==> config.mk <==
export PLATFORM = sky130hd
export DESIGN_NAME = muldiv_sequencer
export DESIGN_NICKNAME = d
export VERILOG_FILES = /design/src/rtl/muldiv_pkg.sv /design/src/rtl/muldiv_step.sv /design/src/rtl/muldiv_sequencer.sv
export SDC_FILE = /design/constraint.sdc
export NUM_CORES = 1
export LEC_CHECK = 0
export BUFFER_PORTS_ARGS = -buffer_cell sky130_fd_sc_hd__clkbuf_2
export CAP_MARGIN = 25
export CORE_UTILIZATION = 55
export CTS_CLUSTER_DIAMETER = 50
export DETAILED_ROUTE_END_ITERATION = 10
export HOLD_SLACK_MARGIN = 0.08
export PLACE_DENSITY = 0.82
export SLEW_MARGIN = 20
export SYNTH_ARGS = -nofsm -noshare
export SYNTH_HDL_FRONTEND = slang
export SYNTH_SLANG_ARGS = --single-unit
==> constraint.sdc <==
create_clock -name clk -period 3.8 [get_ports clk]
set_input_delay 0.19 -clock clk [delete_from_list [all_inputs] [get_ports clk]]
set_output_delay 0.19 -clock clk [all_outputs]
set_load 0.05 [all_outputs]
==> src/rtl/muldiv_pkg.sv <==
// -----------------------------------------------------------------------------
// muldiv_pkg
//   Shared constants for the RV32M multiply/divide sequencer.
//   Contents:
//     MD_XLEN   operand/result width (only 32 is supported)
//     F3_*      RV32M funct3 encodings
//     state_e   sequencer FSM state encoding
//     op_signed_a / op_signed_b  signedness decode per funct3
//   Divide-related decode is only used by the top when the build macro
//   MULDIV_SEQUENCER_DIV_EN is defined.
// -----------------------------------------------------------------------------
package muldiv_pkg;

    localparam int MD_XLEN = 32;

    localparam logic [2:0] F3_MUL    = 3'b000;
    localparam logic [2:0] F3_MULH   = 3'b001;
    localparam logic [2:0] F3_MULHSU = 3'b010;
    localparam logic [2:0] F3_MULHU  = 3'b011;
    localparam logic [2:0] F3_DIV    = 3'b100;
    localparam logic [2:0] F3_DIVU   = 3'b101;
    localparam logic [2:0] F3_REM    = 3'b110;
    localparam logic [2:0] F3_REMU   = 3'b111;

    typedef enum logic [2:0] {
        S_IDLE = 3'd0,
        S_PREP = 3'd1,
        S_CALC = 3'd2,
        S_FIX  = 3'd3,
        S_DONE = 3'd4
    } state_e;

    // rs1 is treated as signed for MULH, MULHSU, DIV and REM.
    function automatic logic op_signed_a(input logic [2:0] f3);
        return (f3 == F3_MULH) || (f3 == F3_MULHSU) ||
               (f3 == F3_DIV)  || (f3 == F3_REM);
    endfunction

    // rs2 is treated as signed for MULH, DIV and REM.
    function automatic logic op_signed_b(input logic [2:0] f3);
        return (f3 == F3_MULH) || (f3 == F3_DIV) || (f3 == F3_REM);
    endfunction

endpackage

==> src/rtl/muldiv_step.sv <==
// -----------------------------------------------------------------------------
// muldiv_step
//   One combinational iteration of the sequencer datapath.
//   Ports:
//     is_div    1       select divide step (1) or multiply step (0)
//     acc_cur   2*XLEN  current accumulator
//     operand   XLEN    multiplicand magnitude / divisor magnitude
//     acc_next  2*XLEN  accumulator after this step
//   Multiply: accumulator holds {partial product high, multiplier}; add the
//   multiplicand to the high half when the multiplier LSB is set, then shift
//   the whole 2*XLEN+1 value right by one.
//   Divide (only with MULDIV_SEQUENCER_DIV_EN): accumulator holds
//   {partial remainder, dividend/quotient}; shift left by one, trial-subtract
//   the divisor from the high half, keep the difference and shift in a 1
//   quotient bit when it does not borrow.
// -----------------------------------------------------------------------------
module muldiv_step
    import muldiv_pkg::*;
#(
    parameter int XLEN = MD_XLEN
) (
    input  logic              is_div,
    input  logic [2*XLEN-1:0] acc_cur,
    input  logic [XLEN-1:0]   operand,
    output logic [2*XLEN-1:0] acc_next
);

    logic [XLEN:0]     mul_sum;
    logic [2*XLEN-1:0] mul_next;

    always_comb begin
        mul_sum  = {1'b0, acc_cur[2*XLEN-1:XLEN]}
                 + (acc_cur[0] ? {1'b0, operand} : {(XLEN+1){1'b0}});
        mul_next = {mul_sum, acc_cur[XLEN-1:1]};
    end

`ifdef MULDIV_SEQUENCER_DIV_EN
    // Partial remainder shifted left with the next dividend bit appended.
    // One extra guard bit on the difference makes the borrow unambiguous
    // even when the divisor is zero and the shifted value exceeds XLEN bits.
    logic [XLEN:0]     div_part;
    logic [XLEN+1:0]   div_diff;
    logic [2*XLEN-1:0] div_next;

    always_comb begin
        div_part = acc_cur[2*XLEN-1:XLEN-1];
        div_diff = {1'b0, div_part} - {2'b00, operand};
        if (div_diff[XLEN+1]) begin
            div_next = {div_part[XLEN-1:0], acc_cur[XLEN-2:0], 1'b0};
        end else begin
            div_next = {div_diff[XLEN-1:0], acc_cur[XLEN-2:0], 1'b1};
        end
        acc_next = is_div ? div_next : mul_next;
    end
`else
    // No divide hardware: divide ops run through a zeroed accumulator and
    // the top forces their result to zero anyway.
    always_comb begin
        acc_next = is_div ? {(2*XLEN){1'b0}} : mul_next;
    end
`endif

endmodule

==> src/rtl/muldiv_sequencer.sv <==
// -----------------------------------------------------------------------------
// muldiv_sequencer
//   Iterative RV32M multiply/divide unit with a fixed 35-cycle latency from
//   the cycle start is sampled to the done pulse (PREP, 32 x CALC, FIX, DONE).
//   Ports:
//     clk     in   rising-edge clock
//     rst_n   in   asynchronous active-low reset
//     start   in   begin an operation (accepted in IDLE or DONE only)
//     funct3  in   RV32M op select (MUL..REMU)
//     op_a    in   rs1 (multiplicand / dividend)
//     op_b    in   rs2 (multiplier / divisor)
//     busy    out  high in PREP, CALC and FIX
//     done    out  one-cycle pulse in DONE, result valid
//     result  out  registered result, held until the next FIX
//   Build option: define MULDIV_SEQUENCER_DIV_EN to include divide hardware.
//   Without it, DIV/DIVU/REM/REMU complete with the same timing and result 0.
// -----------------------------------------------------------------------------
module muldiv_sequencer
    import muldiv_pkg::*;
#(
    parameter int XLEN = MD_XLEN
) (
    input  logic            clk,
    input  logic            rst_n,
    input  logic            start,
    input  logic [2:0]      funct3,
    input  logic [XLEN-1:0] op_a,
    input  logic [XLEN-1:0] op_b,
    output logic            busy,
    output logic            done,
    output logic [XLEN-1:0] result
);

    localparam int              CNT_W    = $clog2(XLEN);
    localparam logic [CNT_W-1:0] CNT_LAST = CNT_W'(XLEN - 1);

    function automatic logic [XLEN-1:0] neg_w(input logic [XLEN-1:0] v);
        return ~v + 1'b1;
    endfunction

    function automatic logic [2*XLEN-1:0] neg_d(input logic [2*XLEN-1:0] v);
        return ~v + 1'b1;
    endfunction

    state_e            state_q, state_d;
    logic [CNT_W-1:0]  cnt_q;

    logic [2:0]        f3_q;
    logic [XLEN-1:0]   a_q, b_q;
    logic [2*XLEN-1:0] acc_q;
    logic [XLEN-1:0]   opnd_q;
    logic              neg_q;

    logic              accept;
    logic              sign_a, sign_b;
    logic [XLEN-1:0]   mag_a, mag_b;
    logic [2*XLEN-1:0] acc_init;
    logic [XLEN-1:0]   opnd_init;
    logic              neg_init;
    logic [2*XLEN-1:0] acc_step;
    logic [2*XLEN-1:0] prod;
    logic [XLEN-1:0]   mul_res;
    logic [XLEN-1:0]   fix_result;

`ifdef MULDIV_SEQUENCER_DIV_EN
    logic              rem_neg_q;
    logic              rem_neg_init;
    logic [XLEN-1:0]   quo_fix, rem_fix;
`endif

    // Start is only honoured when no operation is in flight.
    assign accept = start && ((state_q == S_IDLE) || (state_q == S_DONE));
    assign busy   = (state_q == S_PREP) || (state_q == S_CALC) || (state_q == S_FIX);
    assign done   = (state_q == S_DONE);

    always_comb begin
        state_d = state_q;
        unique case (state_q)
            S_IDLE:  if (start) state_d = S_PREP;
            S_PREP:  state_d = S_CALC;
            S_CALC:  if (cnt_q == CNT_LAST) state_d = S_FIX;
            S_FIX:   state_d = S_DONE;
            S_DONE:  state_d = start ? S_PREP : S_IDLE;
            default: state_d = S_IDLE;
        endcase
    end

    // PREP: operand magnitudes, result sign and accumulator seed.
    always_comb begin
        sign_a       = 1'b0;
        sign_b       = 1'b0;
        acc_init     = {{XLEN{1'b0}}, mag_b};
        opnd_init    = mag_a;
        neg_init     = 1'b0;
`ifdef MULDIV_SEQUENCER_DIV_EN
        rem_neg_init = 1'b0;
        sign_a       = op_signed_a(f3_q) && a_q[XLEN-1];
        sign_b       = op_signed_b(f3_q) && b_q[XLEN-1];
`else
        sign_a       = !f3_q[2] && op_signed_a(f3_q) && a_q[XLEN-1];
        sign_b       = !f3_q[2] && op_signed_b(f3_q) && b_q[XLEN-1];
`endif
        mag_a        = sign_a ? neg_w(a_q) : a_q;
        mag_b        = sign_b ? neg_w(b_q) : b_q;
        acc_init     = {{XLEN{1'b0}}, mag_b};
        opnd_init    = mag_a;
        neg_init     = sign_a ^ sign_b;
`ifdef MULDIV_SEQUENCER_DIV_EN
        if (f3_q[2]) begin
            acc_init     = {{XLEN{1'b0}}, mag_a};
            opnd_init    = mag_b;
            // Divide by zero keeps the all-ones quotient unsigned.
            neg_init     = (sign_a ^ sign_b) && (b_q != '0);
            rem_neg_init = sign_a;
        end
`endif
    end

    muldiv_step #(
        .XLEN     (XLEN)
    ) u_step (
        .is_div   (f3_q[2]),
        .acc_cur  (acc_q),
        .operand  (opnd_q),
        .acc_next (acc_step)
    );

    // FIX: sign correction and word select.
    always_comb begin
        prod    = neg_q ? neg_d(acc_q) : acc_q;
        mul_res = (f3_q == F3_MUL) ? prod[XLEN-1:0] : prod[2*XLEN-1:XLEN];
`ifdef MULDIV_SEQUENCER_DIV_EN
        quo_fix    = neg_q ? neg_w(acc_q[XLEN-1:0]) : acc_q[XLEN-1:0];
        rem_fix    = rem_neg_q ? neg_w(acc_q[2*XLEN-1:XLEN]) : acc_q[2*XLEN-1:XLEN];
        fix_result = !f3_q[2] ? mul_res : (f3_q[1] ? rem_fix : quo_fix);
`else
        fix_result = f3_q[2] ? '0 : mul_res;
`endif
    end

    always_ff @(posedge clk or negedge rst_n) begin
        if (!rst_n) begin
            state_q <= S_IDLE;
            cnt_q   <= '0;
            result  <= '0;
        end else begin
            state_q <= state_d;
            if (state_q == S_PREP) begin
                cnt_q <= '0;
            end else if (state_q == S_CALC) begin
                cnt_q <= cnt_q + 1'b1;
            end
            if (state_q == S_FIX) begin
                result <= fix_result;
            end
        end
    end

    // Datapath registers carry no reset; the FSM decides when they matter.
    always_ff @(posedge clk) begin
        if (accept) begin
            f3_q <= funct3;
            a_q  <= op_a;
            b_q  <= op_b;
        end
        if (state_q == S_PREP) begin
            acc_q     <= acc_init;
            opnd_q    <= opnd_init;
            neg_q     <= neg_init;
`ifdef MULDIV_SEQUENCER_DIV_EN
            rem_neg_q <= rem_neg_init;
`endif
        end else if (state_q == S_CALC) begin
            acc_q <= acc_step;
        end
    end

endmodule
* After elaboration in Yosys (flattened, before gate mapping)
Cells that the tools add are included. W data, S select, Z words.
Word-level totals: flip-flop bits (word level) 204, input bits 70, output and inout bits 34, word-level logic and storage cells 63
Operators by class: add/sub/neg operators 5, equal/unequal tests 11, muxes and demuxes 15, bitwise gates (word level) 4, reductions and logical operators 18
Operator list (number):
- $mux W32 | 7
- $mux W64 | 2
- $add A32 B1 Y32 const B | 2
- $add A64 B1 Y64 const B | 1
- $not A32 Y32 | 2
- $not A64 Y64 | 1
- $add A32 B32 Y33 | 1
- $pmux W3 S5 | 1
- $mux W5 | 2
- $eq A3 B2 Y1 const B | 3
- $eq A3 B3 Y1 const B | 3
- $logic_or A1 B1 Y1 | 8
- $eq A3 B1 Y1 const B | 2
- $logic_not A3 Y1 | 2
- $mux W3 | 2
- $add A5 B1 Y5 const B | 1
- $eq A5 B5 Y1 const B | 1
- $logic_and A1 B1 Y1 | 5
- $ne A2 B2 Y1 const B | 2
- $reduce_and A2 Y1 | 1
- $reduce_bool A2 Y1 | 1
- $logic_not A1 Y1 | 1
- $mux W1 | 1
- $xor A1 B1 Y1 | 1

* Longest topological paths before layout
depth after elaboration 7, mapped depth 11, gate-level depth less buffers 11

* By module
A second synthesis with hierarchy kept.
Second synthesis, totals: cell total of the unflattened synthesis 1383, area, all modules 12803.5 sq um
Modules (own cells, without submodules):
- muldiv_sequencer | instances 1, cells an instance 982, area an instance 10193.5 sq um, seq. area each 5605.4 sq um
- muldiv_step | instances 1, cells an instance 401, area an instance 2610.0 sq um, seq. area each 0.0 sq um

* Worst setup path before layout
OpenSTA, ideal clock, no wires.
kind reg2reg, start point register acc_q[0], end point register acc_q[60], setup time 0.117 ns, data arrival time 2.705 ns, data required time 3.683 ns, setup slack 0.978 ns, stages on the path, launching flop included 11, buffers on the path 1, clock period less this slack 2.822 ns, cell sequence edfxtp_1 clkbuf_1 and2_1 ha_1 a21o_1 a31o_2 o21ai_0 a211o_1 a2111oi_0 or4_1 a32o_1
On the way: word-level cells in the longest chain between the ends 3
RTL lines:
- from (decl) | line muldiv_sequencer.sv:50 | logic [2*XLEN-1:0] acc_q;
- from (signal assigned) | line muldiv_sequencer.sv:167 | acc_q <= acc_init;
- from (signal assigned) | line muldiv_sequencer.sv:174 | acc_q <= acc_step;
- $mux W32 | line muldiv_step.sv:33 | + (acc_cur[0] ? {1'b0, operand} : {(XLEN+1){1'b0}});
- $add A32 B32 Y33 | line muldiv_step.sv:33
- $mux W64 | line muldiv_step.sv:59 | acc_next = is_div ? {(2*XLEN){1'b0}} : mul_next;
Every way passes these cells. A chain may end at the register's enable or synchronous reset.

* Worst setup path in the final report
start point register acc_q[0], end point register acc_q[63]
Same word-level chain as after synthesis.

==> out/qor.yml <==
yosys:
  synthFlopType: "edfxtp_1"
  yosysUniqueCellTypes: 76
  synth_top_area_frac: 0.330
  synth_compound_area_frac: 0.184
  synth_area_leaders: "edfxtp_1, dfrtp_1, xnor2_1"
  synth_top_family_by_area: "compound AO/OA/AOI/OAI gates"
  synth_mux_area_frac: 0.00605
  yosysWarnings: 0
  synth_top_area_cell: "edfxtp_1"
  synth_xor_area_frac: 0.103
  synth.avg_cell_area_um2: 9.97
  seq_area_frac_synth: 0.467
  syn_area_um2: 12000
  synth_edf_count: 132
  yosys_register_bits: 204
  synth_fa_ha_area_frac: 0.0403
  ys_top_cells_by_count: "edfxtp_1, o21ai_0, nand2_1, xnor2_1, nor2_1"
  syn_inst: 1204
  syn-num-nets: 1312
  synth.most_common_cell: "edfxtp_1"
  synth-simple-area-share: 0.173
  async_flop_share: 0.196
sta:
  setup_ws_ns: 0.300
  slew_headroom: 0.275
  setup_viol: 0
  fin_crit_ns: 3.50
  hold_viol: 0
  clock_skew_ns: 0.0262
  report.final.slew_viol_count: 0
  max_freq_mhz: 286
  period_share: 0.921
  fin_setup_tns_ns: 0
  whs_ns: 0.313
  worstMarginPinSlew_ns: 1.07
  rsz0062_at_grt: "no"
setup_path:
  start_kind: "flop"
  end_kind: "flop"
  cp_slowest_cell: "edfxtp_1"
  slowest_delay_ns: 0.91
  path_cells: "and2_1 -> ha_1 -> a21o_1 -> a211oi_1 -> nand3_1 -> a21oi_1 -> o211ai_1 -> a21boi_0 -> o32ai_1"
  critPathTopFamily: "compound AO/OA/AOI/OAI gates"
  critPathKind: "flop to flop"
  critPathMaxFanout: 31
  cp.required_ns: 4.18
  critPathArrivalTime_ns: 3.89
  path_buf_inv: 0
floorplan:
  die_area_um2: 22400
  die-width_um: 150
  core_um2: 21200
  dieHeight_um: 150
  rows: 53
  pin_count: 104
  start_util: 0.565
finish:
  num-nets-final: 1475
  final_area_um2: 14400
  finalNonFillerCells: 1663
  drive_above_1_share: 0.137
  fin_util: 0.677
  area_growth_pct: 19.8
  num_antenna_cells: 0
  fillers: 1531
power_and_ir_drop:
  p_per_area_nw_per_um2: 789
  peakVddDrop_mv: 0.477
  power_mw: 11.3
  p_leak_nw: 5.65
route:
  routed_wl_um: 33600
  vias_per_cell: 6.20
  firstDrtPassIters: 8
  ant_nets: 0
  detail_route.drc_violations: 0
  vias: 10300
  post_drt_wl_per_cell_um: 20.2
  drt_iter0_drc: 965
place:
  post-place-cells: 1543
  hpwl_um: 22400
  place_ws_ns: 0.374
  postPlaceCellArea_um2: 12800
  gp_congestion: 0.956
  portBuffers: 103
cts:
  cts_root_buffer: "clkbuf_16"
  htreeDepth: 1
  cts-resized-gates: 0
  cts_buffers: 27
  clock_sinks: 204
  clock_latency_ns: 0.54
  cts_tree: "done"
  clk_pin_slew_worst_paths_ns: 0.06
  ctsLongestPathBuffers: 3
worst_hold_path:
  hold_class: "input port to asynchronous set/reset pin"
global_route:
  grt_pass1_vias: 9786
  gr-usage-all-layers: 0.304
  grt_max_degree: 68
  grt_pass1_wl_um: 52900
  overflow: 0
  grt_antenna_before_repair: 0
status:
  status: "complete, no violations"
job:
  max_cap_viol_count: 0
area by class of cell:
cell class              count  area, um^2  area share
clock buffers              30         687      0.0478
repair buffers            190        1350      0.0942
clock inverters            20         204      0.0142
well taps                 275         344      0.0239
flip-flops and latches    204        5610       0.390
multi-input cells         918        6080       0.423
inverters                  26        97.6     0.00679
repair_timing:
item / 4_1_cts / 5_1_grt
buffers inserted: 0 / 0
endpoints found under the hold margin: 108 / 0
hold buffers: 69 / 0
flip-flops by register name, summed over array words and instances (netlist names):
name,flops
acc_q,64
a_q,32
b_q,32
opnd_q,32
result,32
cnt_q,5
f3_q,3
state_q,3
neg_q,1
power by group:
group	internal (mW)	switching, mW	leakage, nW
Sequential	3.28	0.905	2.04
Combinational	1.63	3.03	3.18
Clock	1.47	1.03	0.432
per-layer routing:
layer / track usage / up-vias / part of all wire
met4: 0.113 / 0 / 0.032
met5: 0 / - / 0
met2: 0.466 / 533 / 0.45
li1: - / 4819 / -
met3: 0.0521 / 74 / 0.088
met1: 0.431 / 4883 / 0.43
logic make-up (layout without fill, tap and decap cells):
| family | count (synthesis) | in the layout |
|---|---|---|
| AND/OR/NAND/NOR | 391 | 391 |
| AO/OA/AOI/OAI | 341 | 341 |
| flip-flops | 204 | 204 |
| XOR/XNOR | 141 | 141 |
| buffers and inverters | 82 | 266 |
| adder cells (fa/ha/maj) | 38 | 38 |
| multiplexers | 7 | 7 |
cell usage in the layout (no fill, tap or decap), drive strengths merged, types with 59 or more instances in the layout:
cell / n
clkbuf: 132
xor2: 59
nand2: 114
o21ai: 132
xnor2: 82
dlygate4sd3: 69
edfxtp: 132
a21oi: 63
nor2: 64
path summary, 6_finish.rpt:
kind / startpoint / slack (ns) / end / depth (start not counted)
max: acc_q[0] / 0.30 / acc_q[63] / 9
min reg2reg: result[3] / 0.48 / result[3] / 2
min: rst_n / 0.31 / result[21] / 2
min in group clk: op_b[15] / 0.36 / b_q[15] / 2
max reg2reg: acc_q[0] / 0.30 / acc_q[63] / 9
max in group asynchronous: rst_n / 2.92 / cnt_q[3] / 2
(Power assumes the default switching activity.)
